### src/rtl/image_row_rd_ctrl.sv
// image_row_rd_ctrl: read-side sequencer for the image row buffer RAM.
// Waits for a resident chunk, reads it byte-by-byte through the RAM read port,
// packs every 8 bytes into a 64-bit word (first byte in [7:0]) and offers the
// word with its DDR byte address on a valid/ready stream. After the last word
// of a chunk it pulses rd_row_done, then idles one extra cycle so that the
// buffer's registered pkt_ready has settled before the next launch decision.
module image_row_rd_ctrl #(
    parameter int unsigned CHUNK_BYTES      = 256,   // multiple of 8, divides 2048
    parameter int unsigned CHUNKS_PER_FRAME = 18,
    parameter int unsigned RD_LAT           = 2,     // rd_addr -> rd_data, >= 1
    parameter logic [27:0] BASE_ADDR        = 28'h000_0000
) (
    input  logic        clk,
    input  logic        rst,
    input  logic        init_calib_complete,
    input  logic        pkt_ready,
    output logic [10:0] rd_addr,
    input  logic [7:0]  rd_data,
    output logic        rd_row_done,
    output logic [63:0] wr_data,
    output logic [27:0] wr_addr,
    output logic        wr_valid,
    input  logic        wr_ready,
    output logic        frame_done,
    output logic        busy
);

    localparam int unsigned WORDS_PER_CHUNK = CHUNK_BYTES / 8;
    localparam int unsigned WC_W = (WORDS_PER_CHUNK > 1) ? $clog2(WORDS_PER_CHUNK) : 1;

    typedef enum logic [2:0] {
        S_IDLE,
        S_FETCH,
        S_PUSH,
        S_DONE,
        S_GAP
    } state_t;

    state_t state;
    state_t state_nxt;

    logic [3:0]        issue_cnt;   // reads issued for the current word, 0..8
    logic [2:0]        lane;        // byte lane that the next captured byte fills
    logic [RD_LAT-1:0] issue_vld;   // issue-valid pipeline aligned with RAM latency
    logic [WC_W-1:0]   word_cnt;    // word index inside the current chunk
    logic [11:0]       chunk_cnt;   // chunk index inside the current frame

    logic issue;
    logic capture;
    logic accept;
    logic last_word;
    logic last_chunk;

    assign issue      = (state == S_FETCH) && (issue_cnt < 4'd8);
    assign capture    = (state == S_FETCH) && issue_vld[RD_LAT-1];
    assign accept     = (state == S_PUSH) && wr_ready;
    assign last_word  = (word_cnt == WC_W'(WORDS_PER_CHUNK - 1));
    assign last_chunk = (chunk_cnt == 12'(CHUNKS_PER_FRAME - 1));

    // State register.
    always_ff @(posedge clk) begin
        if (rst) begin
            state <= S_IDLE;
        end else begin
            state <= state_nxt;
        end
    end

    // Next-state decode and state-derived stream/handshake outputs.
    always_comb begin
        // NOTE: every output of this block gets a default first, so no path
        // through the case statement can leave one unassigned and infer a latch.
        state_nxt   = state;
        wr_valid    = 1'b0;
        rd_row_done = 1'b0;
        busy        = (state != S_IDLE);
        unique case (state)
            S_IDLE: begin
                // Calibration only gates the launch; a later drop is ignored.
                if (init_calib_complete && pkt_ready) begin
                    state_nxt = S_FETCH;
                end
            end
            S_FETCH: begin
                if (capture && (lane == 3'd7)) begin
                    state_nxt = S_PUSH;
                end
            end
            S_PUSH: begin
                wr_valid = 1'b1;
                if (accept) begin
                    state_nxt = last_word ? S_DONE : S_FETCH;
                end
            end
            S_DONE: begin
                rd_row_done = 1'b1;
                state_nxt   = S_GAP;
            end
            S_GAP: begin
                // pkt_ready is still stale here; decide again from IDLE.
                state_nxt = S_IDLE;
            end
            default: begin
                state_nxt = S_IDLE;
            end
        endcase
    end

    // Read issue, byte packing, write addressing and frame accounting.
    always_ff @(posedge clk) begin
        // NOTE: registers are updated with <= so every right-hand side sees the
        // value from before this edge, matching the hardware flop behaviour.
        if (rst) begin
            rd_addr    <= '0;
            issue_cnt  <= '0;
            lane       <= '0;
            issue_vld  <= '0;
            wr_data    <= '0;
            wr_addr    <= BASE_ADDR;
            word_cnt   <= '0;
            chunk_cnt  <= '0;
            frame_done <= 1'b0;
        end else begin
            frame_done <= 1'b0;

            issue_vld[0] <= issue;
            for (int i = 1; i < int'(RD_LAT); i++) begin
                issue_vld[i] <= issue_vld[i-1];
            end

            // rd_addr runs freely and wraps at 2047 by its own width.
            if (issue) begin
                rd_addr   <= rd_addr + 11'd1;
                issue_cnt <= issue_cnt + 4'd1;
            end else if (state != S_FETCH) begin
                issue_cnt <= '0;
            end

            // lane wraps 7 -> 0 by width, ready for the next word.
            if (capture) begin
                wr_data[{lane, 3'b000} +: 8] <= rd_data;
                lane                         <= lane + 3'd1;
            end

            if (accept) begin
                if (last_word) begin
                    word_cnt <= '0;
                    if (last_chunk) begin
                        chunk_cnt  <= '0;
                        wr_addr    <= BASE_ADDR;
                        frame_done <= 1'b1;
                    end else begin
                        chunk_cnt <= chunk_cnt + 12'd1;
                        wr_addr   <= wr_addr + 28'd8;
                    end
                end else begin
                    word_cnt <= word_cnt + WC_W'(1);
                    wr_addr  <= wr_addr + 28'd8;
                end
            end
        end
    end

endmodule
### config.mk
export PLATFORM = sky130hd
export DESIGN_NAME = image_row_rd_ctrl
export DESIGN_NICKNAME = d
export VERILOG_FILES = /design/src/rtl/image_row_rd_ctrl.sv
export SDC_FILE = /design/constraint.sdc
export NUM_CORES = 1
export LEC_CHECK = 0
export CORE_MARGIN = 2
export CORE_UTILIZATION = 45
export DETAILED_ROUTE_END_ITERATION = 6
export MAX_ROUTING_LAYER = met4
export PLACE_DENSITY = 0.72
export SLEW_MARGIN = 20
export SYNTH_ARGS = -nofsm -noshare
export SYNTH_HDL_FRONTEND = slang
export SYNTH_SLANG_ARGS = --single-unit
export TNS_END_PERCENT = 10
### constraint.sdc
create_clock -name clk -period 5.6 [get_ports clk]
set_input_delay 1.12 -clock clk [delete_from_list [all_inputs] [get_ports clk]]
set_output_delay 1.12 -clock clk [all_outputs]
set_load 0.005 [all_outputs]
==> results of run 1 <==
-- area by class of cell --
type	instances	share of cell area, %
Clock buffer	26	6.66
Clock inverter	5	1.00
Inverter	12	0.601
Multi-Input combinational cell	460	38.2
Sequential cell	130	34.7
Tap cell	172	2.87
Timing Repair Buffer	122	16.0
-- worst reg2reg max path, cell delays in order, from the launching register on --
cell,delay [ns]
dfxtp_1,0.59
inv_1,0.19
ha_1,0.28
ha_1,0.44
o31a_1,0.28
nand4b_1,0.53
mux2i_1,0.36
nor2_1,0.06
-- cell families (layout without fill, tap and decap cells) --
logic type | count (synthesis) | after routing
XOR/XNOR | 29 | 29
flip-flops | 130 | 130
adder cells (fa/ha/maj) | 14 | 14
AND/OR/NAND/NOR | 292 | 292
AO/OA/AOI/OAI | 92 | 92
other | 1 | 3
buffers and inverters | 57 | 165
multiplexers | 30 | 30
-- registers in the layout (all words and copies together), names as in the netlist --
| signal | cells |
|---|---|
| frame_done | 1 |
| rd_addr | 11 |
| issue_cnt | 4 |
| wr_addr | 25 |
| wr_data | 64 |
| state | 3 |
| chunk_cnt | 12 |
| lane | 3 |
| issue_vld | 2 |
| word_cnt | 5 |
-- per-stage QoR --
step | cell area [um^2] | worst slack (ns)
2_1_floorplan | 5690 | 3.06
3_3_place_gp | 6910 | 2.27
3_5_place_dp | 6910 | 2.21
4_1_cts | 7490 | 2.51
5_1_grt | 7500 | 2.34
6_report | 7500 | 2.52
-- cells in the mapped netlist, drive strengths merged, types with 2 or more instances --
library cell,n
buf,9
o31ai,11
or4,14
a31oi,2
ha,14
nand3b,12
mux2i,30
clkbuf,36
xor2,9
nor4b,8
dfxtp,130
a21oi,46
nor3b,2
and3,5
or3,6
nand2,57
nand4bb,2
nand4,14
xnor2,20
and2,5
nor2,65
nor3,14
o31a,2
nor4,10
nand3,49
or4b,3
nor2b,5
inv,12
nand4b,2
or2,2
o21ai,27
nand2b,11
and4,4
-- layer usage --
layer	routed length, um	vias up	track usage [%]	share of wire (%)
met4	219	0	8.02	1.6
li1	-	2470	-	-
met3	783	25	6.49	5.6
met2	6640	136	33.8	47
met1	6400	2366	26.9	46
met5	0	-	-	0
-- where the power goes --
group	switching (W)	internal (W)
clock network	0.000379	0.000697
registers	0.00000395	0.000929
logic	0.0000301	0.0000206
total	0.000413	0.00165
-- final timing paths --
kind	startpoint	endpoint	slack, ns
setup reg to reg	lane[0]$_SDFFE_PP0P_	wr_data[36]$_SDFFE_PP0P_	2.75
setup / recovery	state[1]$_SDFFE_PP0P_	rd_row_done	2.52
hold reg to reg	issue_vld[0]$_SDFF_PP0_	issue_vld[1]$_SDFF_PP0_	0.44
hold / removal	issue_vld[0]$_SDFF_PP0_	issue_vld[1]$_SDFF_PP0_	0.44
==> out/qor.txt, run 1 <==
SYNTHESIS
--------------------------------------------------------------------------------------------------
Post-synth top flop .................................................................      dfxtp_1
Cell Area, Synth ....................................................................    5680 um^2
Synth Area in Adders ................................................................        3.08%
Post-synthesis cell type count ......................................................           48
Compound-Gate Fraction of Synth Area ................................................        9.02%
EDFF count, synth ...................................................................            0
Synthesized area per cell ...........................................................    8.81 um^2
Multiplexer share of the synthesized area ...........................................        5.28%
Flip-flop and latch count after synthesis ...........................................          130
Post-synthesis simple-gate area fraction ............................................        28.0%
Post-synth ARST share ...............................................................           0%
Instance count of the mapped netlist ................................................          645
Warnings from Yosys .................................................................            0
Top cell type's share of synthesized area ...........................................        45.8%
Combinational family with the most area after synthesis ............................. simple AND/OR/NAND/NOR gates
Synth top area cells ................................................................ dfxtp_1 46%, mux2i_1 5.3%, nand3_1 4.3%
Post-synthesis cell type with the largest combined area .............................      dfxtp_1
Sequential share of the synthesized area ............................................        45.8%
XOR/XNOR Fraction of Synth Area .....................................................        4.47%

GRT
--------------------------------------------------------------------------------------------------
Antenna violations before repair ....................................................            0
First-pass GRT wire length ..........................................................     22500 um
Pin count of the biggest net entering global routing ................................           54
Total routing resource utilization after global routing .............................        21.8%
Grt ovf .............................................................................            0
Number of global-route vias before repair ...........................................         4534

FINAL LAYOUT
--------------------------------------------------------------------------------------------------
Fillers .............................................................................         1067
P&R area growth vs syn ..............................................................        31.9%
Layout net count ....................................................................          770
Layout cells sized above 1 ..........................................................        6.23%
Register area .......................................................................    2600 um^2
Area occupied by multi-input gates ..................................................    2860 um^2
Final non-filler cell total .........................................................          927
Most used cells in the layout excluding fill and tap cells .......................... 130 x dfxtp_1, 115 x clkdlybuf4s50_1, 65 x nor2_1, 57 x nand2_1, 49 x nand3_1
Final antenna diode count ...........................................................            0
Fraction of the core area covered by cells at the end of the flow ...................        60.2%
Most common cell after layout, fill and taps aside ..................................      dfxtp_1

CTS
--------------------------------------------------------------------------------------------------
Clock network latency to the later pin of the worst-skew pair .......................      0.42 ns
CTS max path bufs ...................................................................            2
TritonCTS clock tree ................................................................          yes
Clock Tree Root .....................................................................    clkbuf_16
Hold buffers post-CTS ...............................................................            0
Clock sink total ....................................................................          130
Post-CTS setup buffers ..............................................................            0
H-tree Lvls .........................................................................            4
Post-CTS Resized ....................................................................            0
Clock transition time at the flip-flop clock pins of the worst setup and hold paths .      0.05 ns
Clock buffer count from CTS .........................................................           17

POWER
--------------------------------------------------------------------------------------------------
Power density over the cells ........................................................  275 nW/um^2
Overall Power .......................................................................    0.00206 W
Leakage .............................................................................      2.62 nW
Worst ir drop on vdd ................................................................   0.000204 V

FLOORPLANNING
--------------------------------------------------------------------------------------------------
Die Span Y ..........................................................................       116 um
Placeable core region ...............................................................   12500 um^2
# IOs ...............................................................................          120
Initial standard-cell utilization of the core .......................................        45.6%
Die X ...............................................................................       116 um
Num rows ............................................................................           41
Die area ............................................................................   13500 um^2

TIMING
--------------------------------------------------------------------------------------------------
Worst Hold Margin ...................................................................     0.440 ns
Unrepaired setup endpoints after global routing .....................................           no
Share of the cycle needed by the critical path after routing ........................        55.0%
Worst-case clock skew ...............................................................   0.00539 ns
FMAX ................................................................................    0.325 GHz
Total count of hold-check failures in the final report ..............................            0
Rel. slew slack .....................................................................        40.5%
Final min period ....................................................................      3.08 ns
Final setup violating endpoints .....................................................            0
Final total negative setup slack ....................................................         0 ns
Worst Tran Pin Value ................................................................     0.893 ns
Slew Viols, Final ...................................................................            0

CRITICAL PATH
--------------------------------------------------------------------------------------------------
Delay contributed by the slowest stage of the critical path .........................      0.55 ns
Max FO, Critical Path ...............................................................           12
Critical path's top delay family .................................................... buffers and inverters
Crit path arrival time ..............................................................      1.96 ns
Crit path buffers/inverters .........................................................            2
Kind of end point of the critical path ..............................................   output pin
Path depth of the worst reg2reg path ................................................            7
CP startpoint kind ..................................................................    flip-flop
Logic depth of the worst setup path including buffers ...............................            3
Crit path required time .............................................................      4.48 ns
Library cell contributing the largest single delay on the critical path .............      dfxtp_1
Critical setup path kind ............................................................ flip-flop to output pin
Series of cell instances along the critical path .................................... inv_1 > nor3b_1 > clkdlybuf4s50_1

DETAILED ROUTING
--------------------------------------------------------------------------------------------------
Total iterations of the first detailed-routing run ..................................            5
Wirelength per Cell .................................................................      15.1 um
Total routed wirelength .............................................................     14000 um
DRC violation count after routing ...................................................            0
Detail Route Antenna Nets ...........................................................            0
DRT iter0 DRCs ......................................................................          433
Vias ................................................................................         4997
Detail-routed via count per cell ....................................................         5.39

FLOW RUN
--------------------------------------------------------------------------------------------------
Maximum Capacitance Violations ......................................................            0

PLACED DESIGN
--------------------------------------------------------------------------------------------------
IO buf count ........................................................................          116
Dpl cells ...........................................................................          896
Routability Congestion ..............................................................        0.792
Detailed-placement wirelength estimate ..............................................      9460 um

HOLD PATH
--------------------------------------------------------------------------------------------------
Class of the most critical hold timing path ......................................... flip-flop to flip-flop
Min-Delay Path Depth ................................................................            1

RUN STATUS
--------------------------------------------------------------------------------------------------
Status .............................................................................. finished clean

No activity file was read; power rests on OpenSTA's default activity.
==> inputs of run 2 (changes only) <==
==> constraint.sdc (replaced) <==
create_clock -name clk -period 3 [get_ports clk]
set_input_delay 0.6 -clock clk [delete_from_list [all_inputs] [get_ports clk]]
set_output_delay 0.6 -clock clk [all_outputs]
set_load 0.005 [all_outputs]
==> out/qor.txt, run 2 (same netlist as run 1, synthesis figures left out) <==
GRT
--------------------------------------------------------------------------------------------------
Most utilized layer in the global route result ......................................         met2
Antenna violations before repair ....................................................            0   unchanged
Met2 track demand over resource in global routing ...................................        32.7%   -1.0 points
Total routing resource utilization after global routing .............................        21.7%   -0.099 points
Routing usage on met3 ...............................................................        5.60%   -0.88 points
Pin count of the biggest net entering global routing ................................           38   -30%
Grt ovf .............................................................................            0   unchanged
First-pass GRT wire length ..........................................................     22300 um   -0.68%
Met1 track demand over resource .....................................................        27.6%   +0.69 points
Number of global-route vias before repair ...........................................         4629   +2.1%

FINAL LAYOUT
--------------------------------------------------------------------------------------------------
Most common cell after layout, fill and taps aside ..................................      dfxtp_1
Most used cells in the layout excluding fill and tap cells .......................... 130 x dfxtp_1, 115 x clkdlybuf4s50_1, 65 x nor2_1, 57 x nand2_1, 49 x nand3_1
Fillers .............................................................................         1091   +2.2%
Flip-flop count of the largest register, all copies and words added .................           64   unchanged
Register area .......................................................................    2600 um^2   unchanged
Register with the most flip-flops ...................................................      wr_data
Layout cells sized above 1 ..........................................................        7.72%   +1.5 points
Area occupied by multi-input gates ..................................................    2850 um^2   -0.48%
Layout net count ....................................................................          778   +1.0%
Final antenna diode count ...........................................................            0   unchanged
Largest regs ........................................................................ wr_data: 64 flops, wr_addr: 25 flops, chunk_cnt: 12 flops
P&R area growth vs syn ..............................................................        33.3%

TIMING
--------------------------------------------------------------------------------------------------
Final total negative setup slack ....................................................         0 ns   unchanged
Total count of hold-check failures in the final report ..............................            0   unchanged
Worst-case clock skew ...............................................................   0.00602 ns   +0.000632 ns
Slew Viols, Final ...................................................................            0   unchanged
Final setup violating endpoints .....................................................            0   unchanged
Unrepaired setup endpoints after global routing .....................................           no
Final min period ....................................................................      2.70 ns
FMAX ................................................................................    0.370 GHz
Share of the cycle needed by the critical path after routing ........................        90.1%
Rel. slew slack .....................................................................        48.6%   +8.1 points
Worst Tran Pin Value ................................................................     0.765 ns   -0.128 ns

DETAILED ROUTING
--------------------------------------------------------------------------------------------------
Total iterations of the first detailed-routing run ..................................            5   unchanged
DRT iter0 DRCs ......................................................................          425   -1.8%
Detail Route Antenna Nets ...........................................................            0   unchanged
Detail-routed via count per cell ....................................................         5.34   -1.0%
DRC violation count after routing ...................................................            0   unchanged
Vias ................................................................................         4994   -0.060%
Wirelength per Cell .................................................................      14.8 um   -2.6%
Total routed wirelength .............................................................     13800 um   -1.6%

CRITICAL PATH
--------------------------------------------------------------------------------------------------
Most used cell, CP ..................................................................         ha_1
Delay contributed by the slowest stage of the critical path .........................      0.57 ns   +0.02 ns
CP startpoint kind ..................................................................    flip-flop
Max FO, Critical Path ...............................................................           13   +1
Crit path arrival time ..............................................................      2.99 ns   +1.03 ns
Critical setup path kind ............................................................ flip-flop to flip-flop
Crit path required time .............................................................      3.28 ns   -1.20 ns
Series of cell instances along the critical path .................................... inv_1 > ha_1 > ha_1 > nor4b_1 > nand3_1 > mux2i_1 > nor2_1
Path depth of the worst reg2reg path ................................................            7   unchanged
Library cell contributing the largest single delay on the critical path .............      dfxtp_1
Kind of end point of the critical path ..............................................    flip-flop

CTS
--------------------------------------------------------------------------------------------------
Clock transition time at the flip-flop clock pins of the worst setup and hold paths .      0.06 ns   about the same
Clock network latency to the later pin of the worst-skew pair .......................      0.42 ns   about the same
Post-CTS setup buffers ..............................................................            0   unchanged
Post-CTS Resized ....................................................................            0   unchanged
Clock sink total ....................................................................          130   unchanged
H-tree Lvls .........................................................................            4   unchanged
Hold buffers post-CTS ...............................................................            0   unchanged
TritonCTS clock tree ................................................................          yes
Clock Tree Root .....................................................................    clkbuf_16
CTS max path bufs ...................................................................            2   unchanged
Clock buffer count from CTS .........................................................           17   unchanged

FLOORPLANNING
--------------------------------------------------------------------------------------------------
# IOs ...............................................................................          120   unchanged
Die area ............................................................................   13500 um^2   unchanged
Die Span Y ..........................................................................       116 um   unchanged
Die X ...............................................................................       116 um   unchanged
Placeable core region ...............................................................   12500 um^2   unchanged
Initial standard-cell utilization of the core .......................................        45.6%   unchanged
Num rows ............................................................................           41   unchanged

POWER
--------------------------------------------------------------------------------------------------
Leakage .............................................................................      2.66 nW   +1.5%
Power density over the cells ........................................................  518 nW/um^2   +89%
Overall Power .......................................................................    0.00392 W   +91%
Worst ir drop on vdd ................................................................   0.000398 V   +96%

PLACED DESIGN
--------------------------------------------------------------------------------------------------
Detailed-placement wirelength estimate ..............................................      9670 um   +2.3%
Routability Congestion ..............................................................        0.841   +6.2%
IO buf count ........................................................................          116   unchanged

FLOW RUN
--------------------------------------------------------------------------------------------------
Maximum Capacitance Violations ......................................................            0   unchanged

HOLD PATH
--------------------------------------------------------------------------------------------------
Min-Delay Path Depth ................................................................            1   unchanged
Class of the most critical hold timing path ......................................... flip-flop to flip-flop

RUN STATUS
--------------------------------------------------------------------------------------------------
Status .............................................................................. finished clean

==> run 2: changes by cell type in the layout (fill, tap and decap cells not counted), moves of 3 or more <==
cell / previous run / this run
buf_4: 6 / 14
clkbuf_1: 5 / 1
clkinvlp_4: 0 / 4
clkbuf_8: 4 / 1
clkinv_4: 0 / 3
==> run 2: final cells by class <==
class                      count  share of cell area [%]
multi-input combinational    460                    37.6
clock inverter                13                    2.13
inverter                      12                   0.595
tap                          172                    2.84
clock buffer                  19                    5.85
timing repair buffer         130                    16.6
sequential                   130                    34.4
==> run 2: worst max-delay path: cells and delay by family, from the launching register on <==
kind	cells	cell delay [ns]
buf+inv	1	0.18
flops	1	0.57
mux	1	0.32
simple gates	3	0.85
fa+ha+maj	2	0.65
==> run 2: worst paths after layout <==
kind	start	endpoint	slack, ns
max	lane[0]$_SDFFE_PP0P_	wr_data[6]$_SDFFE_PP0P_	0.30
min	issue_vld[0]$_SDFF_PP0_	issue_vld[1]$_SDFF_PP0_	0.45
min reg2reg	issue_vld[0]$_SDFF_PP0_	issue_vld[1]$_SDFF_PP0_	0.45
max reg2reg	lane[0]$_SDFFE_PP0P_	wr_data[6]$_SDFFE_PP0P_	0.30
==> run 2: metal layers <==
metal | up-vias | share of wire, %
met4 | 0 | 2.0
li1 | 2485 | -
met3 | 24 | 5.8
met2 | 144 | 46
met5 | - | 0
met1 | 2341 | 46
==> run 2: report_power, final <==
part | internal, W | switching, W | total [W]
clock network | 0.00132 | 0.000762 | 0.00209
registers | 0.00173 | 0.00000771 | 0.00174
logic | 0.0000409 | 0.0000562 | 0.0000970
==> run 2: through the flow <==
stage / cells / util, % / worst slack, ns / hold WS, ns / area (um^2)
floorplan: 647 / - / 0.642 / 0.414 / 5690
global placement: 904 / 55.9 / 0.303 / 0.417 / 6970
finish: 936 / 60.8 / 0.297 / 0.452 / 7580
detailed placement: 904 / 55.9 / 0.262 / 0.434 / 6970
global route: 936 / 60.8 / 0.0580 / 0.476 / 7580
CTS: 936 / 60.8 / 0.294 / 0.453 / 7580
